--- config.mk ---
export PLATFORM = sky130hd
export DESIGN_NAME = fadd_arb
export DESIGN_NICKNAME = d
export VERILOG_FILES = /design/src/rtl/fadd_arb.sv
export SDC_FILE = /design/constraint.sdc
export NUM_CORES = 1
export LEC_CHECK = 0
export CORE_UTILIZATION = 35
export DETAILED_ROUTE_END_ITERATION = 8
export GPL_ROUTABILITY_DRIVEN = 0
export MAX_ROUTING_LAYER = met4
export PLACE_DENSITY = 0.73
export REMOVE_ABC_BUFFERS = 1
export SLEW_MARGIN = 25
export SYNTH_ARGS = -nofsm -noshare
export SYNTH_HDL_FRONTEND = slang
export SYNTH_SLANG_ARGS = --single-unit
--- constraint.sdc ---
create_clock -name clk -period 1.6 [get_ports clk]
set_input_delay 0.32 -clock clk [delete_from_list [all_inputs] [get_ports clk]]
set_output_delay 0.32 -clock clk [all_outputs]
set_load 0.1 [all_outputs]
--- src/rtl/fadd_arb.sv ---
// Two-requester round-robin front end for one shared floating-point adder.
// Each accepted operation owns the adder until its result lands in that requester's result slot.
module fadd_arb #(
    parameter int LAT = 2
) (
    input  logic        clk,
    input  logic        rstn,
    input  logic        req0_valid,
    output logic        req0_ready,
    input  logic [31:0] req0_x1,
    input  logic [31:0] req0_x2,
    input  logic        req1_valid,
    output logic        req1_ready,
    input  logic [31:0] req1_x1,
    input  logic [31:0] req1_x2,
    output logic        res0_valid,
    input  logic        res0_ready,
    output logic [31:0] res0_y,
    output logic        res1_valid,
    input  logic        res1_ready,
    output logic [31:0] res1_y,
    output logic [31:0] fa_x1,
    output logic [31:0] fa_x2,
    input  logic [31:0] fa_y,
    output logic        busy,
    output logic        dbg_state
);

    localparam int CW = (LAT > 0) ? $clog2(LAT + 1) : 1;

    typedef enum logic {
        S_IDLE = 1'b0,
        S_WAIT = 1'b1
    } state_t;

    state_t        state;
    logic [CW-1:0] cnt;
    logic          ptr;    // requester favoured when both are eligible
    logic          owner;
    logic          elig0;
    logic          elig1;
    logic          accept;
    logic          winner;

    // Handshakes: a transfer happens on a rising edge where valid and ready are both
    // high; valid never waits on ready, and a result slot holds res_y stable until taken.
    always_comb begin
        elig0      = req0_valid && !res0_valid;
        elig1      = req1_valid && !res1_valid;
        req0_ready = 1'b0;
        req1_ready = 1'b0;
        if (state == S_IDLE) begin
            req0_ready = elig0 && (!elig1 || !ptr);
            req1_ready = elig1 && (!elig0 || ptr);
        end
        accept = req0_ready || req1_ready;
        winner = req1_ready;
    end

    always_ff @(posedge clk or negedge rstn) begin
        if (!rstn) begin
            state      <= S_IDLE;
            cnt        <= '0;
            ptr        <= 1'b0;
            owner      <= 1'b0;
            res0_valid <= 1'b0;
            res1_valid <= 1'b0;
            res0_y     <= '0;
            res1_y     <= '0;
            fa_x1      <= '0;
            fa_x2      <= '0;
        end else begin
            if (res0_valid && res0_ready) res0_valid <= 1'b0;
            if (res1_valid && res1_ready) res1_valid <= 1'b0;
            case (state)
                S_IDLE: begin
                    if (accept) begin
                        fa_x1 <= winner ? req1_x1 : req0_x1;
                        fa_x2 <= winner ? req1_x2 : req0_x2;
                        owner <= winner;
                        ptr   <= !winner;
                        cnt   <= CW'(LAT);
                        state <= S_WAIT;
                    end
                end
                S_WAIT: begin
                    if (cnt != '0) begin
                        cnt <= cnt - CW'(1);
                    end else begin
                        // The owner's slot was empty at accept and nothing else can fill it.
                        if (owner) begin
                            res1_y     <= fa_y;
                            res1_valid <= 1'b1;
                        end else begin
                            res0_y     <= fa_y;
                            res0_valid <= 1'b1;
                        end
                        state <= S_IDLE;
                    end
                end
                default: state <= S_IDLE;
            endcase
        end
    end

    assign busy      = (state != S_IDLE);
    assign dbg_state = state;

endmodule

==> metrics.yaml <==
sta:
  max-slew-margin-rel_pct: 77.3
  drv_slew: 0
  rsz0062_at_grt: "true"
  setup_viol: 68
  clock_skew_ns: 0.00929
  setup_slack_ns: -0.262
  period_minus_slack_ns: 1.86
  worst_pin_slew_ns: 0.335
  period_share_pct: 116
  fmax_ghz: 0.537
  finalHoldViolCount: 0
setup_path:
  cp_max_fo: 8
  critPathRequiredTime_ns: 1.89
  end_kind: "flop"
  cp-start-kind: "flop"
  critPathKind: "flop to flop"
  critical_path_arrival_ns: 2.16
drt:
  drt_iter0_drc: 233
  drt_pass1_iterations: 4
  totalWireLength_um: 20700
  via_per_inst: 5.40
  drtAntennaViolNets: 0
  vias: 5115
  route.detailed.drc: 0
  wl_per_cell_um: 21.8
finish:
  drive_gt1_share_pct: 39.7
  antenna_cells: 0
  final_common_cell: "clkdlybuf4s50_1"
  final_cell_mix: "clkdlybuf4s50_1 (164), buf_12 (146), dfrtp_1 (134), mux2_2 (64), a221o_1 (64)"
  fin_nets: 885
  area_growth_pct: 101
floorplan:
  dieArea_mm2: 0.0168
  start_util_pct: 36.0
  die_y_um: 130
  io_pins: 300
  die_x_um: 130
  coreArea_mm2: 0.0159
  rows: 46
yosys:
  synth_cell_types: 24
  synth_seq_area_share_pct: 59.1
  ys_warn_count: 0
  synth.avg_cell_area_um2: 14.4
  netlist_area_mm2: 0.00571
  ys_seq_elements: 135
  synthCells: 396
status:
  violations: "setup timing"
  status: "finished, violations left"
global_route:
  grt_pass1_vias: 5304
  antenna_found_initial: 0
  grt-ovfl-total: 0
  grt_max_degree: 58
  grt.total_usage_pct: 24.9
  grt_pass1_wl_um: 30300
cts:
  htreeDepth: 4
  cts.clk_slew.worst_paths_ns: 0.06
  cts_tree: "done"
  clk_latency_ns: 0.42
  clockBufferDepth: 2
  clockRootBuffer: "clkbuf_16"
  clock-sinks: 135
  cts_buffers: 17
min_path:
  hold_path_class: "input pin to async pin"
run:
  drv_cap: 0
placement:
  dp_hpwl_um: 14400
  portBuffers: 299
  pre_cts_ws_ns: -0.468
==> worst max-delay path, stage by stage, from the launching register on <==
cell       delay, ns
dfrtp_1         0.38
buf_4           0.15
nor3b_4         0.30
buf_4           0.19
buf_12          0.14
bufbuf_16       0.26
nor4b_1         0.04
a221o_1         0.28
==> final timing paths <==
check                      cells past startpoint  slack [ns]         end       start
max                                            7       -0.26   fa_x1[11]  res0_valid
min                                            2        0.29  res0_y[24]        rstn
max reg2reg                                    7       -0.26   fa_x1[11]  res0_valid
min reg2reg                                    1        0.52       owner       owner
max in group asynchronous                      3        0.76   fa_x1[15]        rstn
min in group clk                               2        0.48  res0_valid  res0_ready
==> cells by family (layout without fill, tap and decap cells) <==
logic type               Yosys count  count (layout)  synth area share (%)
buffers and inverters             48             383                  4.58
flip-flops                       135             135                  59.1
AO/OA/AOI/OAI                     72              72                  12.3
AND/OR/NAND/NOR                   76              76                  11.2
adder cells (fa/ha/maj)            1               1                 0.219
multiplexers                      64              64                  12.6
==> Yosys cell counts <==
cell type	count	share of area [%]
a21o_1	4	0.53
a221o_1	64	11
a22oi_1	1	0.13
a311oi_2	1	0.26
buf_1	2	0.13
buf_2	14	1.2
buf_4	11	1.4
buf_6	3	0.59
clkbuf_1	14	0.92
dfrtp_1	135	59
ha_1	1	0.22
inv_1	4	0.26
mux2_2	64	13
nand2_1	1	0.066
nand2b_1	2	0.22
nand2b_4	1	0.24
nand3_1	1	0.088
nand3b_1	1	0.13
nor2_1	3	0.20
nor2b_1	1	0.11
nor3_1	1	0.088
nor3b_2	1	0.22
nor4b_1	64	9.8
o21ai_0	2	0.18
==> state kept, by name, indices dropped and copies added (netlist names) <==
register	count
cnt	2
owner	1
fa_x1	32
ptr	1
res1_y	32
fa_x2	32
res0_valid	1
busy	1
res0_y	32
res1_valid	1
==> per-layer routing <==
layer	global-route usage (%)	wire, um	vias to the layer above
met5	-	0	-
li1	-	-	2227
met2	43.4	11200	232
met1	27.8	7660	2616
met3	5.58	1250	40
met4	9.30	605	0
==> area by class of cell <==
class	count	area (um^2)
multi-input cells	213	2150
clock inverters	14	164
well taps	216	270
flip-flops and latches	135	3380
fillers	1003	4420
repair buffers	347	5050
inverters	4	15.0
clock buffers	18	439
==> repair_timing <==
item	in CTS	in global routing
setup endpoints to repair	9	69
hold buffers	1	0
pin swaps	4	0
cloned	3	5
resized for setup	21	4
endpoints found under the hold margin	52	0
buffers inserted	8	7
==> through the flow <==
step | instance area [um^2] | std cells | TNS, ns | hold WS, ns | util (%)
4_1_cts | 11300 | 936 | -10.02 | 0.268 | 71.0
6_report | 11500 | 947 | -13.23 | 0.288 | 72.2
3_5_place_dp | 10400 | 893 | -27.15 | 0.164 | 65.5
5_1_grt | 11500 | 947 | -16.80 | 0.277 | 72.2
3_3_place_gp | 10400 | 893 | -25.29 | 0.166 | 65.5
2_1_floorplan | 5470 | 352 | -525.03 | 0.0244 | -
Power is left out: the tool's default activity adds up to more than one toggle a clock period on the data nets, which glitch-free logic cannot reach.
